`config.mk`:
```
export PLATFORM = sky130hd
export DESIGN_NAME = mem_seq_ctrl_flat
export DESIGN_NICKNAME = d
export VERILOG_FILES = /design/src/rtl/mem_ctrl_pkg.sv /design/src/rtl/mem_seq_ctrl_if.sv /design/src/rtl/req_edge_det.sv /design/src/rtl/mem_seq_ctrl.sv /design/src/flat_wrapper.sv
export SDC_FILE = /design/constraint.sdc
export NUM_CORES = 1
export LEC_CHECK = 0
export ABC_AREA = 1
export CAP_MARGIN = 0
export CORE_MARGIN = 2
export CORE_UTILIZATION = 50
export DETAILED_ROUTE_END_ITERATION = 6
export PLACE_DENSITY = 0.85
export SLEW_MARGIN = 10
export SYNTH_ARGS = -nofsm -noshare
export SYNTH_HDL_FRONTEND = slang
export SYNTH_HIERARCHICAL = 1
export SYNTH_SLANG_ARGS = --single-unit
```
`constraint.sdc`:
```
create_clock -name clk -period 5.04 [get_ports clk]
set_input_delay 0.504 -clock clk [delete_from_list [all_inputs] [get_ports clk]]
set_output_delay 0.504 -clock clk [all_outputs]
set_load 0.01 [all_outputs]
```
`src/rtl/mem_ctrl_pkg.sv`:
```
// Shared definitions for the external SRAM sequencer: one-hot state encodings
// (also decoded by hexDisplay) and the timeout counter width.
package mem_ctrl_pkg;

    localparam int STATE_W   = 12;
    localparam int TIMEOUT_W = 8;

    typedef enum logic [STATE_W-1:0] {
        IDLE       = 12'h001,
        READ_ST0   = 12'h002,
        READ_ST1   = 12'h004,
        READ_ST2   = 12'h008,
        READ_WAIT  = 12'h010,
        READ_DONE  = 12'h020,
        WRITE_ST0  = 12'h040,
        WRITE_ST1  = 12'h080,
        WRITE_ST2  = 12'h100,
        WRITE_ST3  = 12'h200,
        WRITE_ST4  = 12'h400,
        WRITE_WAIT = 12'h800
    } state_e;

endpackage

```
`src/rtl/mem_seq_ctrl_if.sv`:
```
// SRAM-side bus of the sequencer: address/data/strobes out, read data and ack back.
interface mem_seq_ctrl_if #(
    parameter int ADDR_W = 20
);

    // Handshake: the controller holds cs_n/oe_n (read) or cs_n (write) asserted in
    // the wait state until it samples mem_ack=1 on a rising clk edge; that edge
    // completes the transfer and mem_rdata is captured on it. No ack means timeout.
    logic [ADDR_W-1:0] mem_addr;
    logic [15:0]       mem_wdata;
    logic [15:0]       mem_rdata;
    logic              mem_oe_n;
    logic              mem_cs_n;
    logic              mem_we_n;
    logic              mem_ack;

    modport master (
        output mem_addr, mem_wdata, mem_oe_n, mem_cs_n, mem_we_n,
        input  mem_rdata, mem_ack
    );

    modport slave (
        input  mem_addr, mem_wdata, mem_oe_n, mem_cs_n, mem_we_n,
        output mem_rdata, mem_ack
    );

endinterface

```
`src/rtl/req_edge_det.sv`:
```
// Registered rising-edge detector: pulses while the level is high and was low at
// the previous clock, so a held request never retriggers.
module req_edge_det (
    input  logic clk,
    input  logic rst_n,
    input  logic level,
    output logic rise
);

    logic prev_q;
    logic prev_d;

    always_comb prev_d = level;

    always_ff @(posedge clk or negedge rst_n) begin
        if (!rst_n) prev_q <= 1'b0;
        else        prev_q <= prev_d;
    end

    assign rise = level & ~prev_q;

endmodule

```
`src/rtl/mem_seq_ctrl.sv`:
```
// Sequencing FSM for the asynchronous 16-bit SRAM: steps the strobes through fixed
// setup/strobe/hold phases per request, then waits for mem_ack or times out.
module mem_seq_ctrl
    import mem_ctrl_pkg::*;
#(
    parameter int ADDR_W      = 20,
    parameter int TIMEOUT_CYC = 255
) (
    input  logic               clk,
    input  logic               rst_n,
    input  logic               rd_req,
    input  logic               wr_req,
    input  logic [ADDR_W-1:0]  addr,
    input  logic [15:0]        wdata,
    mem_seq_ctrl_if.master     mem,
    output logic [STATE_W-1:0] state,
    output logic [15:0]        rd_data,
    output logic               busy,
    output logic               done,
    output logic               err
);

    localparam logic [TIMEOUT_W-1:0] TO_LAST = TIMEOUT_W'(TIMEOUT_CYC - 1);

    logic rd_rise;
    logic wr_rise;

    req_edge_det u_rd_edge (.clk(clk), .rst_n(rst_n), .level(rd_req), .rise(rd_rise));
    req_edge_det u_wr_edge (.clk(clk), .rst_n(rst_n), .level(wr_req), .rise(wr_rise));

    state_e               state_q,     state_d;
    logic [TIMEOUT_W-1:0] cnt_q,       cnt_d;
    logic [ADDR_W-1:0]    addr_q,      addr_d;
    logic [15:0]          wdata_q,     wdata_d;
    logic [15:0]          mem_wdata_q, mem_wdata_d;
    logic [15:0]          rd_data_q,   rd_data_d;
    logic                 cs_n_q,      cs_n_d;
    logic                 we_n_q,      we_n_d;
    logic                 oe_n_q,      oe_n_d;
    logic                 done_q,      done_d;
    logic                 err_q,       err_d;
    logic                 timed_out;

    // Ack is tested before the timeout, so an ack on the last allowed cycle wins.
    assign timed_out = (cnt_q == TO_LAST);

    always_comb begin
        state_d   = state_q;
        cnt_d     = cnt_q;
        addr_d    = addr_q;
        wdata_d   = wdata_q;
        rd_data_d = rd_data_q;
        done_d    = 1'b0;
        err_d     = 1'b0;
        case (state_q)
            IDLE: begin
                if (rd_rise) begin
                    state_d = READ_ST0;
                    addr_d  = addr;
                end else if (wr_rise) begin
                    state_d = WRITE_ST0;
                    addr_d  = addr;
                    wdata_d = wdata;
                end
            end
            READ_ST0: state_d = READ_ST1;
            READ_ST1: state_d = READ_ST2;
            READ_ST2: begin
                state_d = READ_WAIT;
                cnt_d   = '0;
            end
            READ_WAIT: begin
                if (mem.mem_ack) begin
                    rd_data_d = mem.mem_rdata;
                    state_d   = READ_DONE;
                    done_d    = 1'b1;
                end else if (timed_out) begin
                    state_d = IDLE;
                    err_d   = 1'b1;
                end else begin
                    cnt_d = cnt_q + TIMEOUT_W'(1);
                end
            end
            READ_DONE: if (!rd_req) state_d = IDLE;
            WRITE_ST0: state_d = WRITE_ST1;
            WRITE_ST1: state_d = WRITE_ST2;
            WRITE_ST2: state_d = WRITE_ST3;
            WRITE_ST3: state_d = WRITE_ST4;
            WRITE_ST4: begin
                state_d = WRITE_WAIT;
                cnt_d   = '0;
            end
            WRITE_WAIT: begin
                if (mem.mem_ack) begin
                    state_d = IDLE;
                    done_d  = 1'b1;
                end else if (timed_out) begin
                    state_d = IDLE;
                    err_d   = 1'b1;
                end else begin
                    cnt_d = cnt_q + TIMEOUT_W'(1);
                end
            end
            default: state_d = IDLE;
        endcase

        // Strobes are decoded from the next state so they change with the state.
        cs_n_d      = !(state_d inside {READ_ST1, READ_ST2, READ_WAIT,
                                        WRITE_ST2, WRITE_ST3, WRITE_ST4, WRITE_WAIT});
        oe_n_d      = !(state_d inside {READ_ST2, READ_WAIT});
        we_n_d      = (state_d != WRITE_ST3);
        mem_wdata_d = (state_d inside {WRITE_ST1, WRITE_ST2, WRITE_ST3, WRITE_ST4, WRITE_WAIT})
                      ? wdata_d : 16'h0000;
    end

    always_ff @(posedge clk or negedge rst_n) begin
        if (!rst_n) begin
            state_q     <= IDLE;
            cnt_q       <= '0;
            addr_q      <= '0;
            wdata_q     <= '0;
            mem_wdata_q <= '0;
            rd_data_q   <= '0;
            cs_n_q      <= 1'b1;
            we_n_q      <= 1'b1;
            oe_n_q      <= 1'b1;
            done_q      <= 1'b0;
            err_q       <= 1'b0;
        end else begin
            state_q     <= state_d;
            cnt_q       <= cnt_d;
            addr_q      <= addr_d;
            wdata_q     <= wdata_d;
            mem_wdata_q <= mem_wdata_d;
            rd_data_q   <= rd_data_d;
            cs_n_q      <= cs_n_d;
            we_n_q      <= we_n_d;
            oe_n_q      <= oe_n_d;
            done_q      <= done_d;
            err_q       <= err_d;
        end
    end

    assign mem.mem_addr  = addr_q;
    assign mem.mem_wdata = mem_wdata_q;
    assign mem.mem_cs_n  = cs_n_q;
    assign mem.mem_we_n  = we_n_q;
    assign mem.mem_oe_n  = oe_n_q;
    assign state         = state_q;
    assign rd_data       = rd_data_q;
    assign busy          = (state_q != IDLE);
    assign done          = done_q;
    assign err           = err_q;

endmodule

```
`src/flat_wrapper.sv`:
```
// flat-port wrapper written by rule: the top's interface ports become plain ports
module mem_seq_ctrl_flat import mem_ctrl_pkg::*;
#(
    parameter int ADDR_W      = 20,
    parameter int TIMEOUT_CYC = 255
)
  (clk, rst_n, rd_req, wr_req, addr, wdata, state, rd_data, busy, done, err, mem_mem_addr, mem_mem_wdata, mem_mem_oe_n, mem_mem_cs_n, mem_mem_we_n, mem_mem_rdata, mem_mem_ack);
  mem_seq_ctrl_if #(.ADDR_W(ADDR_W)) mem_i ();
  input  logic clk;
  input  logic rst_n;
  input  logic rd_req;
  input  logic wr_req;
  input  logic [ADDR_W-1:0] addr;
  input  logic [15:0] wdata;
  output logic [STATE_W-1:0] state;
  output logic [15:0] rd_data;
  output logic busy;
  output logic done;
  output logic err;
  output wire logic [$bits(mem_i.mem_addr)-1:0] mem_mem_addr;
  output wire logic [$bits(mem_i.mem_wdata)-1:0] mem_mem_wdata;
  output wire logic [$bits(mem_i.mem_oe_n)-1:0] mem_mem_oe_n;
  output wire logic [$bits(mem_i.mem_cs_n)-1:0] mem_mem_cs_n;
  output wire logic [$bits(mem_i.mem_we_n)-1:0] mem_mem_we_n;
  input wire logic [$bits(mem_i.mem_rdata)-1:0] mem_mem_rdata;
  input wire logic [$bits(mem_i.mem_ack)-1:0] mem_mem_ack;
  assign mem_mem_addr = mem_i.mem_addr;
  assign mem_mem_wdata = mem_i.mem_wdata;
  assign mem_mem_oe_n = mem_i.mem_oe_n;
  assign mem_mem_cs_n = mem_i.mem_cs_n;
  assign mem_mem_we_n = mem_i.mem_we_n;
  assign mem_i.mem_rdata = mem_mem_rdata;
  assign mem_i.mem_ack = mem_mem_ack;
  mem_seq_ctrl #(.ADDR_W(ADDR_W), .TIMEOUT_CYC(TIMEOUT_CYC)) u_core (.clk(clk), .rst_n(rst_n), .rd_req(rd_req), .wr_req(wr_req), .addr(addr), .wdata(wdata), .mem(mem_i), .state(state), .rd_data(rd_data), .busy(busy), .done(done), .err(err));
endmodule
```
Word-level counts from Yosys, hierarchy flattened
Index checks and enable logic that the tools add are counted.
W data, S select, Z words.
- $add $sub $neg: 1
- equality and inequality tests: 25
- mux-type cells: 21
- bitwise operators: 4
- reduce and logical (&&, ||, !) cells: 12
- operators with widths (cell ; count):
    $pmux W12 S12 ; 1
    $mux W12 ; 6
    $mux W16 ; 4
    $mux W20 ; 2
    $eq A12 B10 Y1 const B ; 2
    $eq A12 B11 Y1 const B ; 2
    $eq A12 B12 Y1 const B ; 2
    $eq A12 B3 Y1 const B ; 2
    $eq A12 B4 Y1 const B ; 2
    $eq A12 B5 Y1 const B ; 2
    $eq A12 B8 Y1 const B ; 2
    $eq A12 B9 Y1 const B ; 2
    $mux W8 ; 2
    $pmux W8 S2 ; 1
    $eq A12 B1 Y1 const B ; 1
    $eq A12 B2 Y1 const B ; 1
    $eq A12 B6 Y1 const B ; 1
    $eq A12 B7 Y1 const B ; 1
    $ne A12 B1 Y1 const B ; 1
    $ne A12 B10 Y1 const B ; 1
    $add A8 B1 Y8 const B ; 1
    $eq A8 B8 Y1 const B ; 1
    $reduce_bool A7 Y1 ; 1
    $reduce_bool A2 Y1 ; 3
    other kinds (9) ; 19
- register bits: 95
- input port bits: 57
- output and inout bits: 70
- logic and storage cells: 76

Logic depth before layout (Yosys ltp)
- depth after elaboration: 8
- gate-level depth with buffers: 12
- mapped depth without buffers: 12

Cells and area by module
The synthesis kept the hierarchy.
- by module, submodules not included (module ; times used ; cells an instance ; area an instance (um^2) ; sequential area each (um^2)):
    mem_seq_ctrl ; 1 ; 424 ; 4058.9 ; 2332.2
    req_edge_det ; 2 ; 3 ; 35.0 ; 25.0

Worst setup path after synthesis
OpenSTA, ideal clock, no wires.
- kind: register -> register
- from: reg u_core.state_q[0], in the netlist u_core/state[0]
- to: reg u_core.mem_wdata_q[13], in the netlist u_core/mem.mem_wdata[13]
- library setup time: 0.117 ns
- arrival: 1.566 ns
- required time: 4.923 ns
- setup slack: 3.357 ns
- stages on the path, launching flop included: 9
- buffers on the path: 1
- clock period less this slack: 1.683 ns
- cell sequence: dfstp_2 -> nor2_1 -> nand2_1 -> nor2_2 -> nand4_1 -> nand2_1 -> nor3_4 -> buf_6 -> nor2_1
- word-level cells in the longest chain between the ends: 6
- elaborated cells on any way between the ends: 27
- those cells by class: 17 x eq/ne; 9 x mux; 1 x reduce/logical
- ends and longest elaborated chain (element ; line ; RTL):
    start: declaration ; mem_seq_ctrl.sv:31 ; state_e state_q, state_d;
    start signal: assignment ; mem_seq_ctrl.sv:130 ; state_q <= state_d;
    branches (longest 5 deep; another with $eq A12 B12 Y1) ; - ;
    $mux W16 (*) ; mem_seq_ctrl.sv:113 ; ? wdata_d : 16'h0000;
    via u_core.mem_wdata_d[13] ; mem_seq_ctrl.sv:35 ; logic [15:0] mem_wdata_q, mem_wdata_d;
    end signal: assignment ; mem_seq_ctrl.sv:134 ; mem_wdata_q <= mem_wdata_d;
    end: declaration ; mem_seq_ctrl.sv:35 ;
Mark *: on every way through the listed nets, which the timed path passes.
A chain may end at the register's enable or synchronous reset.

Worst setup path after layout
- from: reg u_core.state_q[11], in the netlist u_core/state[11]
- to: out busy
- word-level cells in the longest chain between the ends: 1
- ends and longest elaborated chain (element ; line ; RTL):
    $ne A12 B1 Y1 ; mem_seq_ctrl.sv:151 ; assign busy = (state_q != IDLE);
    end: declaration ; flat_wrapper.sv:17 ; output logic busy;
Every way passes these cells.

==> results.yml <==
clock_network:
  cts_max_level: 3
  clk_pin_slew_worst_paths_ps: 80
  cts_root_buf: "clkbuf_8"
  worstSkewPairLatency_ps: 350
  cts_buffers: 9
  clk_path_buf_depth: 2
  clock-sinks: 95
  postCtsSetupBuffers: 0
  ctsHoldBuffers: 0
  cts_tree: "done"
  cts_resized: 0
placed_design:
  hpwl_um: 6400
  io_buffers: 126
  gp_congestion: 0.818
  dp_slack_ps: 2470
setup_path:
  cp.required_ps: 4540
  reg2reg_from: "u_core/state[0]"
  worst-path-buf-inv: 3
  cp_slowest_stage_delay_ps: 500
  r2r_slack_ps: 2940
  critical_path_arrival_ps: 2000
  worst-setup-path-type: "register to output port"
  r2r_cells: 7
  path_cells: "nor2_2, nand2_2, inv_2, nand2_4, nor2_8, inv_1, clkdlybuf4s50_1"
  cp_max_fo: 5
  crit_family: "buffers and inverters"
  slowest_stage: "clkdlybuf4s50_1"
  start_kind: "register"
  worstReg2RegEnd: "u_core/mem.mem_wdata[4]"
  cp-end-kind: "output port"
logic_synthesis:
  synth-simple-area-share_pct: 19.0
  yosysWarnings: 6
  synth-edff-count: 0
  syn_inst: 430
  synthMuxAreaShare_pct: 4.36
  syn_area_mm2: 0.00413
  avgSynthCellArea_um2: 9.60
  ys_ff_latch: 95
  synth_top_family_by_area: "simple AND/OR/NAND/NOR gates"
  synthFlopType: "dfrtp_1"
  synth_xor_area_share_pct: 1.27
  synthArstFlopShare_pct: 100
  yosysUniqueCellTypes: 32
  ys_seq_area_share_pct: 57.7
  yosys.area_share.adder_pct: 0.606
  synth.net_count: 489
  synth_compound_area_share_pct: 7.79
timing:
  rsz0062_at_grt: "false"
  drv_slew: 0
  relSlewSlack_pct: 45.0
  setup_ws_ps: 2530
  skew_ps: 10.5
  setup_tns_ps: 0
  min_period_ps: 2510
  final-setup-viol-count: 0
  fmax_mhz: 399
  tightestPinTransition_ps: 824
  fin_crit_sh_pct: 49.7
  hold_ws_ps: 46.9
  hold_viol: 0
job:
  maxCapViolCount: 0
final_layout:
  area_delta_synth_final_pct: 37.7
  fin_util_pct: 70.3
  seqCellArea_mm2: 0.00238
  finalNetCount: 617
  antenna_cells: 0
  num-fill-cells: 657
  drive_above_1_share_pct: 15.6
  multi_input_area_mm2: 0.00138
global_route:
  grt_overflow: 0
  grt_pass1_vias: 3034
  grt_first_pass_wirelength_um: 13900
  grt_usage_pct: 20.1
  antenna_found_initial: 0
  grt_max_degree: 69
routing:
  viasPerCell: 4.75
  drc: 0
  antenna_left: 0
  drt-initial-drc-count: 149
  drt-wirelength-per-cell_um: 12.8
  first_pass_iters: 4
  via_count: 3170
  wirelength_um: 8520
floorplan:
  pin_count: 127
  rows: 33
  die_w_um: 94.9
  die-area_mm2: 0.00900
  placeableCoreArea_mm2: 0.00809
  start_util_pct: 51.0
  dieHeight_um: 94.9
pwr:
  ir_drop_mv: 0.276
  p_per_area_mw_per_mm2: 436
  p_total_uw: 2480
  p_leak_uw: 0.00282
hold_path:
  hold_path.class: "primary input to asynchronous set/reset pin"
status:
  outcome: "finished clean"
cells in the mapped netlist, types with 2 or more instances:
cell type | number | area [µm²]
buf_2 | 2 | 10.0
buf_6 | 4 | 45.0
clkbuf_1 | 4 | 15.0
dfrtp_1 | 91 | 2280
dfstp_2 | 4 | 105
ha_1 | 2 | 25.0
inv_1 | 72 | 270
inv_2 | 11 | 41.3
mux2_2 | 15 | 169
nand2_1 | 84 | 315
nand2_2 | 5 | 31.3
nand3_1 | 13 | 65.1
nand3_4 | 2 | 35.0
nand4_1 | 4 | 25.0
nor2_1 | 30 | 113
nor2_2 | 14 | 87.6
nor3_1 | 7 | 35.0
o21ai_0 | 24 | 120
o21ai_1 | 10 | 50.1
o21ai_2 | 15 | 131
or2_2 | 2 | 12.5
xnor2_1 | 3 | 26.3
xor2_1 | 3 | 26.3
logic make-up after synthesis:
family,Yosys count
xor+xnor,6
mux,16
fa+ha+maj,2
flops,95
compound gates,52
simple gates,166
buf+inv,93
per-stage QoR:
| stage | instance area (µm²) | cells |
|---|---|---|
| 2_1_floorplan | 4130 | 430 |
| 3_3_place_gp | 5460 | 652 |
| 3_5_place_dp | 5460 | 652 |
| 4_1_cts | 5680 | 668 |
| 5_1_grt | 5690 | 668 |
| 6_report | 5690 | 668 |
routing by layer:
| metal | wire (µm) | part of all wire, % | vias up | global-route usage [%] |
|---|---|---|---|---|
| met1 | 3690 | 43 | 1510 | 26.3 |
| met4 | 110 | 1.3 | 0 | 8.09 |
| met3 | 476 | 5.6 | 11 | 3.67 |
| met2 | 4240 | 50 | 80 | 33.1 |
| met5 | 0 | 0 | - | 0 |
| li1 | - | - | 1569 | - |
power by group:
group	switching (µW)	internal [µW]
Clock	246	295
Combinational	467	425
Sequential	95.7	952
sequential cells by signal, summed over array words and instances (netlist names), 8 cells and up:
name	count
u_core/mem.mem_addr	20
u_core/wdata_q	16
u_core/mem.mem_wdata	16
u_core/rd_data	16
u_core/cnt_q	8
u_core/state	12
placed cells by master, fill, tap and decap left out, types with 2 or more instances in the layout:
cell               n
nor2_1            30
inv_1             72
inv_2             11
buf_4              2
xor2_1             3
dfrtp_1           91
clkbuf_1           3
xnor2_1            3
o21ai_1            9
clkdlybuf4s50_1  125
dfstp_2            4
o21ai_2           15
nand3_1           13
nand2_1           84
nand2_2            5
nand4_1            4
o21ai_0           24
or2_2              2
ha_1               2
nor3_1             7
mux2_2            15
nand3_4            2
bufinv_16          2
nor2_2            14
clkbuf_8          10
final cells by class:
| cell class | instances | share of cell area [%] |
|---|---|---|
| sequential | 95 | 41.9 |
| timing repair buffer | 127 | 22.3 |
| multi-input combinational | 242 | 24.2 |
| inverter | 83 | 5.48 |
| clock buffer | 13 | 2.62 |
| tap | 105 | 2.31 |
| clock inverter | 3 | 1.21 |
worst max-delay path by stage:
stage,startpoint,endpoint,slack [ps],cells past startpoint
2_1_floorplan,u_core/state[0],u_core/mem.mem_wdata[13],3360,8
3_3_place_gp,rd_req,u_core/mem.mem_addr[17],2670,5
3_5_place_dp,rd_req,u_core/mem.mem_addr[3],2470,5
4_1_cts,u_core/state[11],busy,2520,7
5_1_grt,u_core/state[11],busy,2430,7
6_report,u_core/state[11],busy,2530,7
Power figures use the tool's default switching activity.
